==> src/rtl/alu_issue_seq.sv <==
// rtl/alu_issue_seq.sv - instruction-issue sequencer feeding a combinational ALU
// Decodes 16-bit words, reads an 8-entry register file, issues to the ALU and writes results back.
module alu_issue_seq #(
    parameter int DATA_W = 16,
    parameter int OP_W   = 6,
    parameter int REG_AW = 3
) (
    input  logic              clk,
    input  logic              rst,
    input  logic [15:0]       instr,
    input  logic              instr_valid,
    output logic              instr_ready,
    output logic              alu_rst_n,
    output logic [OP_W-1:0]   alu_opcode,
    output logic [DATA_W-1:0] alu_in1,
    output logic [DATA_W-1:0] alu_in2,
    input  logic [DATA_W-1:0] alu_wb_data,
    output logic              wb_valid,
    output logic [REG_AW-1:0] wb_addr,
    output logic [DATA_W-1:0] wb_data,
    output logic [7:0]        out_byte,
    output logic              busy
);

    localparam int RD_LSB  = 16 - OP_W - REG_AW;
    localparam int RS1_LSB = RD_LSB - REG_AW;
    localparam int RS2_LSB = RS1_LSB - REG_AW;

    typedef enum logic [1:0] {
        S_IDLE  = 2'd0,
        S_ISSUE = 2'd1,
        S_WB    = 2'd2,
        S_IMM   = 2'd3
    } state_t;

    state_t              r_state;
    state_t              w_state_nxt;
    logic [DATA_W-1:0]   r_regs [2**REG_AW];
    logic [REG_AW-1:0]   r_rd;
    logic [OP_W-1:0]     r_opcode;
    logic [DATA_W-1:0]   r_in1;
    logic [DATA_W-1:0]   r_in2;
    logic [REG_AW-1:0]   r_wb_addr;
    logic [DATA_W-1:0]   r_wb_data;

    logic                w_ready;
    logic                w_xfer;
    logic [OP_W-1:0]     w_op;
    logic [REG_AW-1:0]   w_rd;
    logic [REG_AW-1:0]   w_rs1;
    logic [REG_AW-1:0]   w_rs2;
    logic                w_ldi;
    logic [DATA_W-1:0]   w_rs1_val;
    logic [DATA_W-1:0]   w_rs2_val;
    logic                w_wb_en;
    logic [DATA_W-1:0]   w_wb_val;

    assign w_op   = instr[15 -: OP_W];
    assign w_rd   = instr[RD_LSB  +: REG_AW];
    assign w_rs1  = instr[RS1_LSB +: REG_AW];
    assign w_rs2  = instr[RS2_LSB +: REG_AW];
    assign w_ldi  = instr[0];
    assign w_xfer = instr_valid && w_ready;

    // r0 always reads as zero regardless of array contents
    assign w_rs1_val = (w_rs1 == '0) ? '0 : r_regs[w_rs1];
    assign w_rs2_val = (w_rs2 == '0) ? '0 : r_regs[w_rs2];

    always_ff @(posedge clk) begin
        if (rst) begin
            r_state <= S_IDLE;
        end else begin
            r_state <= w_state_nxt;
        end
    end

    always_comb begin
        w_state_nxt = r_state;
        case (r_state)
            S_IDLE:  if (w_xfer) w_state_nxt = w_ldi ? S_IMM : S_ISSUE;
            S_ISSUE: w_state_nxt = S_WB;
            S_WB:    w_state_nxt = S_IDLE;
            S_IMM:   if (w_xfer) w_state_nxt = S_WB;
            default: w_state_nxt = S_IDLE;
        endcase
    end

    always_comb begin
        w_ready  = ((r_state == S_IDLE) || (r_state == S_IMM)) && !rst;
        busy     = (r_state != S_IDLE);
        wb_valid = (r_state == S_WB);
    end

    // Writeback source: ALU result at the end of ISSUE, or the immediate word in IMM
    always_comb begin
        w_wb_en  = 1'b0;
        w_wb_val = alu_wb_data;
        if (r_state == S_ISSUE) begin
            w_wb_en = 1'b1;
        end else if ((r_state == S_IMM) && w_xfer) begin
            w_wb_en  = 1'b1;
            w_wb_val = DATA_W'(instr);
        end
    end

    always_ff @(posedge clk) begin
        if (rst) begin
            r_regs    <= '{default: '0};
            r_rd      <= '0;
            r_opcode  <= '0;
            r_in1     <= '0;
            r_in2     <= '0;
            r_wb_addr <= '0;
            r_wb_data <= '0;
        end else begin
            if ((r_state == S_IDLE) && w_xfer) begin
                r_rd <= w_rd;
                if (!w_ldi) begin
                    r_opcode <= w_op;
                    r_in1    <= w_rs1_val;
                    r_in2    <= w_rs2_val;
                end
            end
            if (w_wb_en) begin
                r_wb_addr <= r_rd;
                r_wb_data <= w_wb_val;
                if (r_rd != '0) begin
                    r_regs[r_rd] <= w_wb_val;
                end
            end
        end
    end

    assign instr_ready = w_ready;
    assign alu_rst_n   = ~rst;
    assign alu_opcode  = r_opcode;
    assign alu_in1     = r_in1;
    assign alu_in2     = r_in2;
    assign wb_addr     = r_wb_addr;
    assign wb_data     = r_wb_data;
    assign out_byte    = r_wb_data[7:0];

endmodule
==> config.mk <==
export PLATFORM = sky130hd
export DESIGN_NAME = alu_issue_seq
export DESIGN_NICKNAME = d
export VERILOG_FILES = /design/src/rtl/alu_issue_seq.sv
export SDC_FILE = /design/constraint.sdc
export NUM_CORES = 1
export LEC_CHECK = 0
export CAP_MARGIN = 20
export CORE_MARGIN = 3
export CORE_UTILIZATION = 61
export CTS_CLUSTER_DIAMETER = 40
export DETAILED_ROUTE_END_ITERATION = 6
export PLACE_DENSITY = 0.86
export SLEW_MARGIN = 20
export SYNTH_ARGS = -nofsm -noshare
export SYNTH_HDL_FRONTEND = slang
export SYNTH_SLANG_ARGS = --single-unit
==> constraint.sdc <==
create_clock -name clk -period 5.15 [get_ports clk]
set_clock_uncertainty 0.2 [all_clocks]
set_input_delay 1.03 -clock clk [delete_from_list [all_inputs] [get_ports clk]]
set_output_delay 1.03 -clock clk [all_outputs]
set_load 0.02 [all_outputs]
==> metrics.txt <==
status=complete, no violations; Max IR drop VDD=0.363 mV; Seq cells post-synth=174; top_reg_cell synth=dfxtp_1; CP peak stage delay=0.57 ns; post-synthesis sequential area ratio=38.4%; TritonCTS buffer count=17; Die W=128 µm; CTS Hold Bufs=0; initial antenna violation count=0; largest net degree at the start of global routing=90; syn nets=943; vias per cell=7.48; NumNets Final=969; Placer Congestion=0.924; cell count after synthesis=903; Netlist cell types=45; Tot GR Track Use=34.4%; unrepaired setup endpoints after global routing=false; # IOs=104; clock buffer depth=2; commonest non-fill, non-tap cell in the layout=dfxtp_1; MaxCap Viol Count=0; total number of vias=8,395; power density cells=367 nW/µm²; number of instances in the placed design=1,090; Crit path arrival time=2.60 ns; H-tree levels=4; CORE AREA=14,200 µm²; Post-synth EDFFs=0; vias in the first global route=8,211; YS warnings=0; Fmax=261 MHz; crit end category=primary output; crit start category=primary input; hold crit path type=reg -> reg; post_cts resized=0; Site Rows=43; DRC viols=0; critical path's most frequent cell=buf_4; port bufs=103; Avg Cell Area, Syn=10.0 µm²; Period Utilization, post-route=74.4%; DRT Pass-1 Iters=6; ANT cells=0; root buffer cell=clkbuf_16; CP max stage cell=clkdlybuf4s50_1; Final Util=74.1%; most frequent cells in the layout=dfxtp_1 (174), a21oi_1 (130), o221a_2 (104); Clock Pin Slew Worst Setup and Hold Paths=0.06 ns; Worst Path Required=3.92 ns; worst path cell trace=buf_4, inv_1, buf_4, clkdlybuf4s50_1; endpoints failing setup=0; global-route wire length before repair=44,800 µm; Final Hold Vio Count=0; layout cells sized above 1=26.2%; initial DRC count=1,361; Area Growth Syn to Fin=16.0%; TritonCTS Sinks=174; dpl hpwl=18,300 µm; clk_lat worst skew=0.44 ns; Crit Path Max Fanout=63; non-filler instance count after layout=1,122; Slew @ Worst Pin=1.02 ns; R2R setup slack=1.90 ns; final WL=28,300 µm; Post-CTS Setup Bufs=0; Placed Area=9910 µm²; relative slew slack=32.0%; die height=128 µm; Detail Route Antenna Nets=0; Die ar.=16,400 µm²; CP Class=in -> out; WL/cell=25.2 µm; Final TNS setup=0 ns; synthesized area=9070 µm²; ys async rst share=0%; final instance area=10,500 µm²; min Tclk post-route=3.83 ns; LEAKAGE=3.71 nW; gr ovfl total=0; Slew Viols, Final=0; Initial Utilization=63.9%; CTS tree=done
[area by class of cell]
class	instances	area, µm²
Sequential cell	174	3480
Clock inverter	10	136
Timing Repair Buffer	120	1130
Multi-Input combinational cell	592	4990
Inverter	24	90.1
Clock buffer	22	464
Tap cell	180	225
Fill cell	981	3680
[logic make-up (layout without fill, tap and decap cells)]
logic type	count (synthesis)	count (layout)	synth area share, %
buf+inv	137	176	7.02
compound gates	368	368	32.3
mux	64	64	11.9
fa+ha+maj	5	5	0.690
flops	174	174	38.4
simple gates	155	155	9.71
[worst paths after layout]
kind	endpoint	start	cells past startpoint
setup / recovery	alu_rst_n	rst	4
hold / removal	wb_addr[0]	wb_addr[0]	2
setup reg to reg	r_regs[26]	r_state[1]	5
hold reg to reg	wb_addr[0]	wb_addr[0]	2
[metal layers]
metal  vias to the layer above  global-route usage, %  share of wire (%)
met5                         -                      0                  0
met4                         0                   14.3                2.8
li1                       3610                      -                  -
met2                       671                   52.6                 45
met3                        96                   9.75                 12
met1                      4018                   45.9                 40
[where the power goes]
group | switching (W) | total, W | internal (W) | leakage [nW]
Combinational | 0.000594 | 0.00100 | 0.000408 | 2.00
Clock | 0.000540 | 0.00133 | 0.000789 | 0.298
Sequential | 0.0000829 | 0.00153 | 0.00145 | 1.41
Total | 0.00122 | 0.00386 | 0.00264 | 3.71
[synth_stat cells, types with 20 or more instances]
library cell,number,area share (%)
nor2b_1,35,2.4
a221oi_1,30,2.9
nor2_1,20,0.83
mux2_2,32,4.0
a21oi_1,130,7.2
buf_2,34,1.9
o221a_2,104,13
mux4_2,32,7.9
clkbuf_1,55,2.3
dfxtp_1,174,38
o211ai_1,30,2.5
o31ai_1,30,2.5
inv_1,22,0.91
nand2_1,40,1.7
[stage by stage]
step	worst slack (ns)	power (W)	hold slack, ns
5_1_grt	1.27	0.00399	0.307
6_report	1.32	0.00386	0.279
3_3_place_gp	1.43	0.00249	0.261
3_5_place_dp	1.38	0.00253	0.264
4_1_cts	1.38	0.00383	0.280
2_1_floorplan	1.93	0.00219	0.301
[critical path, delay by kind of cell]
kind,cells,cell delay [ns]
buf+inv,4,1.53
[registers in the layout (all words and copies together) (netlist names)]
name        count
wb_data        16
alu_in1        16
alu_in2        16
alu_opcode      6
r_state         2
r_regs        112
wb_addr         3
r_rd            3
No activity file was read; power rests on OpenSTA's default activity.
